--- src/rtl/gc_joybus_pkg.sv ---
// rtl/gc_joybus_pkg.sv - shared state encoding and Joybus timing/frame constants
package gc_joybus_pkg;

    typedef enum logic [1:0] {
        IDLE,
        SAMPLE,
        WAIT_EDGE,
        COMPLETE
    } rx_state_t;

    // Tick counts for a 50 MHz PCLK: sample 2 us into the bit, abort after 10 us of silence
    localparam int GC_SAMPLE_TICKS  = 100;
    localparam int GC_TIMEOUT_TICKS = 500;

    localparam int GC_STATUS_BITS = 64;
    localparam int GC_ID_BITS     = 24;

endpackage

--- src/rtl/gc_joybus_rx_if.sv ---
// rtl/gc_joybus_rx_if.sv - frame hand-over channel from the receiver to its consumer
interface gc_joybus_rx_if #(
    parameter int MAX_BITS = 64
) ();

    logic [MAX_BITS-1:0] frame_data;
    logic [7:0]          frame_bits;
    logic                frame_valid;
    logic                frame_ready;

    modport master (
        output frame_data,
        output frame_bits,
        output frame_valid,
        input  frame_ready
    );

    modport slave (
        input  frame_data,
        input  frame_bits,
        input  frame_valid,
        output frame_ready
    );

endinterface

--- src/rtl/gc_line_sync.sv ---
// rtl/gc_line_sync.sv - synchroniser chain and falling-edge detector for the Joybus line
module gc_line_sync #(
    parameter int SYNC_STAGES = 2
) (
    input  logic clk,
    input  logic rst_n,
    input  logic data_in,
    output logic level,
    output logic fall
);

    logic [SYNC_STAGES-1:0] sync_q;
    logic                   hist_q;

    // Flops reset to the idle-high level of the open-drain line so release gives no edge
    always_ff @(posedge clk or negedge rst_n) begin
        if (!rst_n) begin
            sync_q <= '1;
            hist_q <= 1'b1;
        end else begin
            sync_q <= {sync_q[SYNC_STAGES-2:0], data_in};
            hist_q <= sync_q[SYNC_STAGES-1];
        end
    end

    assign level = sync_q[SYNC_STAGES-1];
    assign fall  = hist_q & ~level;

endmodule

--- src/rtl/gc_joybus_rx.sv ---
// rtl/gc_joybus_rx.sv - Joybus response-frame receiver with programmable length and sticky errors
module gc_joybus_rx
    import gc_joybus_pkg::*;
#(
    parameter int MAX_BITS      = 64,
    parameter int SAMPLE_TICKS  = 200,
    parameter int TIMEOUT_TICKS = 1000,
    parameter int SYNC_STAGES   = 2
) (
    input  logic                  PCLK,
    input  logic                  PRESERN,
    input  logic                  data_in,
    input  logic                  rx_enable,
    input  logic [7:0]            expect_bits,
    input  logic                  err_clear,
    output logic                  busy,
    output logic                  err_short,
    output logic                  err_stop,
    output logic                  err_overrun,
    gc_joybus_rx_if.master        frame
);

    localparam int CNT_W = $clog2(TIMEOUT_TICKS + 1);
    localparam int BIT_W = $clog2(MAX_BITS + 2);

    localparam logic [CNT_W-1:0] SAMPLE_T  = CNT_W'(SAMPLE_TICKS);
    localparam logic [CNT_W-1:0] TIMEOUT_T = CNT_W'(TIMEOUT_TICKS);

    rx_state_t             state;
    logic [CNT_W-1:0]      tick;
    logic [BIT_W-1:0]      bitcnt;
    logic [BIT_W-1:0]      eb;
    logic [MAX_BITS-1:0]   shift;
    logic                  level;
    logic                  fall;

    gc_line_sync #(
        .SYNC_STAGES (SYNC_STAGES)
    ) u_line_sync (
        .clk     (PCLK),
        .rst_n   (PRESERN),
        .data_in (data_in),
        .level   (level),
        .fall    (fall)
    );

    // Zero means "the largest frame", and anything over the register width is clamped to it
    function automatic logic [BIT_W-1:0] clamp_eb(input logic [7:0] e);
        if (e == 8'd0 || int'(e) > MAX_BITS)
            return BIT_W'(MAX_BITS);
        else
            return BIT_W'(e);
    endfunction

    always_ff @(posedge PCLK or negedge PRESERN) begin
        if (!PRESERN) begin
            state             <= IDLE;
            tick              <= '0;
            bitcnt            <= '0;
            eb                <= '0;
            shift             <= '0;
            busy              <= 1'b0;
            err_short         <= 1'b0;
            err_stop          <= 1'b0;
            err_overrun       <= 1'b0;
            frame.frame_data  <= '0;
            frame.frame_bits  <= '0;
            frame.frame_valid <= 1'b0;
        end else begin
            // Clears come first so a same-cycle set further down wins
            if (err_clear) begin
                err_short   <= 1'b0;
                err_stop    <= 1'b0;
                err_overrun <= 1'b0;
            end

            if (frame.frame_valid && frame.frame_ready)
                frame.frame_valid <= 1'b0;

            case (state)
                IDLE: begin
                    if (fall && rx_enable) begin
                        state  <= SAMPLE;
                        busy   <= 1'b1;
                        tick   <= CNT_W'(1);
                        bitcnt <= '0;
                        shift  <= '0;
                        eb     <= clamp_eb(expect_bits);
                    end
                end

                SAMPLE: begin
                    if (!rx_enable) begin
                        state <= IDLE;
                        busy  <= 1'b0;
                    end else if (tick == SAMPLE_T) begin
                        tick <= '0;
                        if (bitcnt < eb) begin
                            shift  <= {shift[MAX_BITS-2:0], level};
                            bitcnt <= bitcnt + BIT_W'(1);
                            state  <= WAIT_EDGE;
                        end else begin
                            if (!level)
                                err_stop <= 1'b1;
                            state <= COMPLETE;
                            busy  <= 1'b0;
                        end
                    end else begin
                        tick <= tick + CNT_W'(1);
                    end
                end

                WAIT_EDGE: begin
                    if (!rx_enable) begin
                        state <= IDLE;
                        busy  <= 1'b0;
                    end else if (fall) begin
                        state <= SAMPLE;
                        tick  <= CNT_W'(1);
                    end else if (tick == TIMEOUT_T) begin
                        err_short <= 1'b1;
                        state     <= IDLE;
                        busy      <= 1'b0;
                    end else begin
                        tick <= tick + CNT_W'(1);
                    end
                end

                COMPLETE: begin
                    // A frame still awaiting pickup is never overwritten; the new one is lost
                    if (!frame.frame_valid || frame.frame_ready) begin
                        frame.frame_data  <= shift;
                        frame.frame_bits  <= 8'(eb);
                        frame.frame_valid <= 1'b1;
                    end else begin
                        err_overrun <= 1'b1;
                    end
                    state <= IDLE;
                end

                default: begin
                    state <= IDLE;
                    busy  <= 1'b0;
                end
            endcase
        end
    end

endmodule
--- src/flat_wrapper.sv ---
// flat-port wrapper written by rule: the top's interface ports become plain ports
module gc_joybus_rx_flat import gc_joybus_pkg::*;
#(
    parameter int MAX_BITS      = 64,
    parameter int SAMPLE_TICKS  = 200,
    parameter int TIMEOUT_TICKS = 1000,
    parameter int SYNC_STAGES   = 2
)
  (PCLK, PRESERN, data_in, rx_enable, expect_bits, err_clear, busy, err_short, err_stop, err_overrun, frame_frame_data, frame_frame_bits, frame_frame_valid, frame_frame_ready);
  gc_joybus_rx_if #(.MAX_BITS(MAX_BITS)) frame_i ();
  input  logic PCLK;
  input  logic PRESERN;
  input  logic data_in;
  input  logic rx_enable;
  input  logic [7:0] expect_bits;
  input  logic err_clear;
  output logic busy;
  output logic err_short;
  output logic err_stop;
  output logic err_overrun;
  output wire logic [$bits(frame_i.frame_data)-1:0] frame_frame_data;
  output wire logic [$bits(frame_i.frame_bits)-1:0] frame_frame_bits;
  output wire logic [$bits(frame_i.frame_valid)-1:0] frame_frame_valid;
  input wire logic [$bits(frame_i.frame_ready)-1:0] frame_frame_ready;
  assign frame_frame_data = frame_i.frame_data;
  assign frame_frame_bits = frame_i.frame_bits;
  assign frame_frame_valid = frame_i.frame_valid;
  assign frame_i.frame_ready = frame_frame_ready;
  gc_joybus_rx #(.MAX_BITS(MAX_BITS), .SAMPLE_TICKS(SAMPLE_TICKS), .TIMEOUT_TICKS(TIMEOUT_TICKS), .SYNC_STAGES(SYNC_STAGES)) u_core (.PCLK(PCLK), .PRESERN(PRESERN), .data_in(data_in), .rx_enable(rx_enable), .expect_bits(expect_bits), .err_clear(err_clear), .busy(busy), .err_short(err_short), .err_stop(err_stop), .err_overrun(err_overrun), .frame(frame_i));
endmodule
--- config.mk ---
export PLATFORM = sky130hd
export DESIGN_NAME = gc_joybus_rx_flat
export DESIGN_NICKNAME = d
export VERILOG_FILES = /design/src/rtl/gc_joybus_pkg.sv /design/src/rtl/gc_joybus_rx_if.sv /design/src/rtl/gc_line_sync.sv /design/src/rtl/gc_joybus_rx.sv /design/src/flat_wrapper.sv
export SDC_FILE = /design/constraint.sdc
export NUM_CORES = 1
export LEC_CHECK = 0
export ABC_AREA = 1
export CAP_MARGIN = 10
export CORE_MARGIN = 2
export CORE_UTILIZATION = 39
export CTS_BUF_LIST = sky130_fd_sc_hd__clkbuf_16
export CTS_CLUSTER_DIAMETER = 100
export DETAILED_ROUTE_END_ITERATION = 6
export GPL_TIMING_DRIVEN = 0
export SLEW_MARGIN = 20
export SYNTH_ARGS = -nofsm -noshare
export SYNTH_HDL_FRONTEND = slang
export SYNTH_HIERARCHICAL = 1
export SYNTH_SLANG_ARGS = --single-unit
--- constraint.sdc ---
create_clock -name PCLK -period 3.75 [get_ports PCLK]
set_input_delay 0.75 -clock PCLK [delete_from_list [all_inputs] [get_ports PCLK]]
set_output_delay 0.75 -clock PCLK [all_outputs]
set_load 0.01 [all_outputs]
==> impl_metrics.tcl, run 1 <==
set metrics [dict create \
    clkTransAtPathRegs_ns 0.06 \
    drive_gt1_frac 0.166 \
    grtUsageMet3 0.0343 \
    cts.sinks 169 \
    syn_nets 773 \
    ctsHoldBuffers 0 \
    wl_per_cell_um 14.1 \
    busiest_layer "met2" \
    die_y_um 142 \
    postSynthCellCount 745 \
    die_w_um 142 \
    crit_arrival_ns 2.69 \
    switching_share 0.352 \
    p_total_mw 5.22 \
    drc 0 \
    status "complete, no violations" \
    fin_skew_ns 0.00838 \
    dr.pass1.iters 5 \
    ys_ff_latch 169 \
    initial_utilization 0.397 \
    leakagePower_nw 4.26 \
    async_flop_share 1.00 \
    layout_commonest_cell "nand2_1" \
    crit_path_max_fanout 10 \
    ant_nets 0 \
    path_buf_inv 4 \
    grt_max_degree 89 \
    hold_violations 0 \
    slew-limit-headroom 0.530 \
    worstPathRequired_ns 4.05 \
    nets 881 \
    grt_use_met1 0.236 \
    grtUsageTotal 0.164 \
    htreeDepth 4 \
    final-seq-area_mm2 0.00423 \
    vias_per_cell 4.81 \
    clkPwrFrac 0.317 \
    cp_slowest_cell "clkdlybuf4s50_1" \
    clock_latency_ns 0.42 \
    ir_drop_uv 326 \
    syn_to_final_growth_pct 23.7 \
    hpwl_mm 10.5 \
    grt_overflow_total 0 \
    cts.path.max_buffers 2 \
    routed_wl_mm 15.5 \
    grt_first_pass_wirelength_mm 26.2 \
    crit_type "input pin to register" \
    p_int_mw 3.38 \
    seqPwrFrac 0.391 \
    regToRegStartpoint "u_core/state[0]" \
    synth_area_mm2 0.00742 \
    p_comb_frac 0.292 \
    reg2reg_slack_ns 1.57 \
    die_area_mm2 0.0202 \
    ys_warn_count 6 \
    rsz0062_at_grt "false" \
    timing.fmax_mhz 419 \
    ctsResizeCount 0 \
    cts_setup_buffers 0 \
    cts-buffers-inserted 17 \
    r2r_end "u_core/frame.frame_data[13]" \
    p_sw_mw 1.84 \
    row_count 50 \
    avgSynthCellArea_um2 9.96 \
    powerDensity_mw_per_mm2 569 \
    fill_cells 1781 \
    min_period_ns 2.39 \
    fin_crit_sh 0.637 \
    ioPinCount 91 \
    num_vias 5291 \
    layout_common_cells "nand2_1 (212), dfrtp_1 (166), clkdlybuf4s50_1 (87)" \
    cp-end-kind "register" \
    grt_pass1_vias 5087 \
    drt_iter0_drc 287 \
    worstHoldPathType "input pin to async pin" \
    critical_path.max_stage_delay_ns 0.40 \
    reg2regPathDepth 5 \
    multi_input_area_mm2 0.00281 \
    cts_tree "done" \
    path_delay_family "buffers and inverters" \
    post-route-util 0.491 \
    synth_ff_type "dfrtp_1" \
    tightest_slew_ns 0.703 \
    final_max_slew_viol_count 0 \
    ys_types 34 \
    cp-start-kind "input pin" \
    antenna_cells 0 \
    antenna_found_initial 0 \
    setup_violations 0 \
    path_cells "clkdlybuf4s50_1 -> inv_1 -> nand2_1 -> nand2_1 -> buf_2 -> buf_2 -> mux2_2" \
    grtUsageMet2 0.248 \
    place_congestion 0.825 \
    maxCapViolations 0 \
    clock_tree.root_cell "clkbuf_16" \
    ys_seq_area_frac 0.570 \
    synth_edf_count 0 \
    io_buffers 88 \
    coreArea_mm2 0.0187 \
]
-- worst max-delay path by stage --
stage,start,end,slack (ns),depth (start not counted)
floorplan,rx_enable,u_core/shift[33],1.82,10
global placement,PRESERN,u_core/frame.frame_data[50],-5.37,1
detailed placement,frame_frame_ready,u_core/frame.frame_data[13],0.94,7
CTS,frame_frame_ready,u_core/frame.frame_data[11],1.37,7
global route,frame_frame_ready,u_core/frame.frame_data[12],1.30,7
finish,frame_frame_ready,u_core/frame.frame_data[13],1.36,7
-- area by class of cell --
class,instances,area share
Buffer,37,0.0241
Tap cell,234,0.0319
Timing Repair Buffer,89,0.0994
Multi-Input combinational cell,496,0.306
Clock buffer,17,0.0463
Clock inverter,15,0.0142
Sequential cell,169,0.461
Inverter,43,0.0176
-- kinds of logic (layout without fill, tap and decap cells) --
kind of cell    Yosys count  after routing  share of synthesized area
compound gates          105            105                     0.0784
flops                   169            169                      0.570
simple gates            311            311                      0.177
mux                      64             64                     0.0971
other cells               1              1                   0.000505
fa+ha+maj                14             14                     0.0236
xor+xnor                  1              1                    0.00118
buf+inv                  80            201                     0.0516
-- synth_stat cells (8+ instances only) --
cell      number  share of area
nand2_2       12          0.010
clkbuf_1      12         0.0061
mux2_2        64          0.097
nand2_1      212           0.11
nor2_1        29          0.015
o21ai_1       61          0.041
nand3_1       37          0.025
buf_6          9          0.014
inv_1         41          0.021
buf_1          8         0.0040
nand4_1        9         0.0076
o21ai_2       10          0.012
o21ai_0       24          0.016
dfrtp_1      166           0.56
ha_1          14          0.024
-- routing by layer --
metal | vias up | part of all wire
met5 | - | 0
met4 | 0 | 0.015
met2 | 104 | 0.45
li1 | 2654 | -
met1 | 2518 | 0.50
met3 | 15 | 0.038
-- through the flow --
step                setup slack, ns  TNS, ns  cell area, um2  std cells  hold WS, ns
global route                   1.30        0            9190       1100        0.365
floorplan                      1.82        0            7420        745        0.345
finish                         1.36        0            9190       1100        0.349
detailed placement            0.935        0            8630       1068        0.349
CTS                            1.37        0            9190       1100        0.356
global placement              -5.37  -898.14            8600       1067        0.346
-- power by group through the flow --
stage	clock [mW]	combinational, mW	sequential [mW]
3_3_place_gp	0	1.53	2.08
6_report	1.65	1.52	2.04
3_5_place_dp	0	1.55	2.08
5_1_grt	1.79	1.71	2.06
2_1_floorplan	0	1.01	2.08
4_1_cts	1.70	1.55	2.04
-- sequential cells by signal, indices dropped and copies added, names as in the netlist --
| name | count |
|---|---|
| u_core/frame.frame_data | 64 |
| u_core/shift | 64 |
| u_core/tick | 10 |
| u_core/bitcnt | 7 |
| u_core/eb | 7 |
| u_core/frame.frame_bits | 7 |
| u_core/state | 2 |
| u_core/u_line_sync/sync_q | 2 |
| u_core/busy | 1 |
| u_core/err_overrun | 1 |
| u_core/err_short | 1 |
| u_core/err_stop | 1 |
| u_core/frame.frame_valid | 1 |
| u_core/u_line_sync/hist_q | 1 |
No activity file was read; power rests on OpenSTA's default activity.
==> run 2: changes to the inputs <==
==> constraint.sdc (replaced) <==
create_clock -name PCLK -period 1.9 [get_ports PCLK]
set_input_delay 0.38 -clock PCLK [delete_from_list [all_inputs] [get_ports PCLK]]
set_output_delay 0.38 -clock PCLK [all_outputs]
set_load 0.01 [all_outputs]
==> run 2 against run 1 <==
Compared with the run above:
- core utilization is 1.5 points higher
- sequential power is 98% higher
- routed wire length rose by 1.9%
- critical path type is now register to register
- critical endpoint is now u_core/shift[50]
- highest routed layer unchanged
==> impl_metrics.tcl, run 2 (synthesis results as in run 1) <==
set metrics [dict create \
    status "complete, no violations" \
    top_regs "u_core/frame.frame_data x64, u_core/shift x64, u_core/tick x10" \
    fin_skew_ns 0.00824 \
    tightest_slew_ns 0.659 \
    maxCapViolations 0 \
    crit_type "register to register" \
    syn_to_final_growth_pct 27.6 \
    p_comb_frac 0.319 \
    grt_pass1_vias 5129 \
    row_count 50 \
    grt_max_degree 89 \
    grt_overflow_total 0 \
    wl_met2_mm 7.10 \
    switching_share 0.350 \
    grtUsageTotal 0.165 \
    multi_input_area_mm2 0.00290 \
    vias_per_cell 4.85 \
    seqPwrFrac 0.377 \
    post-route-util 0.506 \
    setup_ws_ns 0.0313 \
    ant_nets 0 \
    hpwl_mm 10.5 \
    drt_iter0_drc 347 \
    min_period_ns 1.87 \
    hold_violations 0 \
    final-seq-area_mm2 0.00424 \
    drive_gt1_frac 0.219 \
    setup_violations 0 \
    pre_cts_ws_ns -0.545 \
    die_y_um 142 \
    reg2reg_slack_ns 0.03 \
    highest_layer "met4" \
    layout_commonest_cell "nand2_1" \
    cts-buffers-inserted 17 \
    slew-limit-headroom 0.561 \
    clkPwrFrac 0.305 \
    p_total_mw 10.7 \
    ir_drop_uv 641 \
    die_w_um 142 \
    io_buffers 88 \
    cp-start-kind "register" \
    p_int_mw 6.97 \
    crit_path_max_fanout 10 \
    cp-end-kind "register" \
    place_congestion 0.825 \
    leakagePower_nw 4.40 \
    worstPathRequired_ns 2.20 \
    timing.fmax_mhz 535 \
    fin_crit_sh 0.984 \
    drc 0 \
    grt_first_pass_wirelength_mm 26.3 \
    ioPinCount 91 \
    dr.pass1.iters 4 \
    coreArea_mm2 0.0187 \
    wl_met1_mm 7.81 \
    worstHoldPathType "input pin to register" \
    routed_wl_mm 15.8 \
    layout_common_cells "nand2_1 (207), dfrtp_1 (164), clkdlybuf4s50_1 (87)" \
    placed_cell_area_mm2 0.00863 \
    die_area_mm2 0.0202 \
    clock_tree.root_cell "clkbuf_16" \
    initial_utilization 0.397 \
    clkTransAtPathRegs_ns 0.07 \
    crit_arrival_ns 2.17 \
    fill_cells 1749 \
    antenna_found_initial 0 \
    num_vias 5414 \
    cts.sinks 169 \
    powerDensity_mw_per_mm2 1130 \
    p_sw_mw 3.75 \
    postLayoutCellArea_mm2 0.00947 \
    cts_tree "done" \
    final_max_slew_viol_count 0 \
    antenna_cells 0 \
    nets 898 \
    rsz0062_at_grt "true" \
    cts.path.max_buffers 2 \
    wl_met3_um 687 \
    wl_per_cell_um 14.2 \
    htreeDepth 4 \
    clock_latency_ns 0.42 \
]
run 2: changes by cell type in the layout (fill, tap and decap cells not counted), sizes merged:
cell         delta
clkbuf          +2
dlygate4sd3     +1
buf            +14
run 2: metrics by stage:
step | TNS, ns | hold slack [ns] | instances
floorplan | 0 | 0.0844 | 745
global route | -2.47 | 0.313 | 1117
global placement | -1189.21 | 0.346 | 1067
detailed placement | -42.19 | 0.349 | 1068
finish | 0 | 0.286 | 1117
CTS | 0 | 0.266 | 1106
run 2: power by group through the flow:
| stage | clock (mW) | combinational, mW | sequential [mW] |
|---|---|---|---|
| global route | 3.53 | 3.78 | 4.06 |
| finish | 3.27 | 3.41 | 4.04 |
| floorplan | 0 | 1.98 | 4.11 |
| global placement | 0 | 3.02 | 4.10 |
| detailed placement | 0 | 3.05 | 4.10 |
| CTS | 3.36 | 3.21 | 4.03 |
run 2: area by class of cell:
type / instances / area share
Buffer: 37 / 0.0279
Clock buffer: 17 / 0.0449
Clock inverter: 15 / 0.0137
Inverter: 43 / 0.0173
Multi-Input combinational cell: 496 / 0.306
Sequential cell: 169 / 0.447
Tap cell: 234 / 0.0309
Timing Repair Buffer: 106 / 0.112
run 2: final timing paths:
| path | from | end | cells after the start |
|---|---|---|---|
| worst min register to register | u_core/u_line_sync/sync_q[0] | u_core/u_line_sync/sync_q[1] | 0 |
| worst max-delay path | u_core/state[1] | u_core/shift[50] | 11 |
| worst min-delay path | rx_enable | u_core/err_short | 3 |
| min in group asynchronous | PRESERN | u_core/tick[2] | 2 |
| max in group asynchronous | PRESERN | u_core/frame.frame_data[0] | 3 |
| worst max register to register | u_core/state[1] | u_core/shift[50] | 11 |
run 2: critical path, cell delays in order, from the launching register on:
cell       delay [ns]
dfrtp_1          0.43
inv_2            0.11
ha_2             0.21
inv_1            0.06
nand2_1          0.05
o211ai_1         0.13
a21oi_4          0.20
nand2_8          0.11
clkbuf_16        0.18
buf_6            0.13
nand2_1          0.05
o21ai_1          0.07
run 2: timing repair:
action | in CTS | in global routing
pin swaps | 2 | 7
buffers inserted | 5 | 10
resized for setup | 25 | 28
setup endpoints to repair | 144 | 103
gates cloned | 0 | 1
endpoints found under the hold margin | 2 | 0
hold buffers | 1 | 0
run 2: layer usage:
metal  vias up  GRT usage
met4         0     0.0579
met2       116      0.251
li1       2695          -
met3        14     0.0343
met1      2589      0.236
met5         -          0
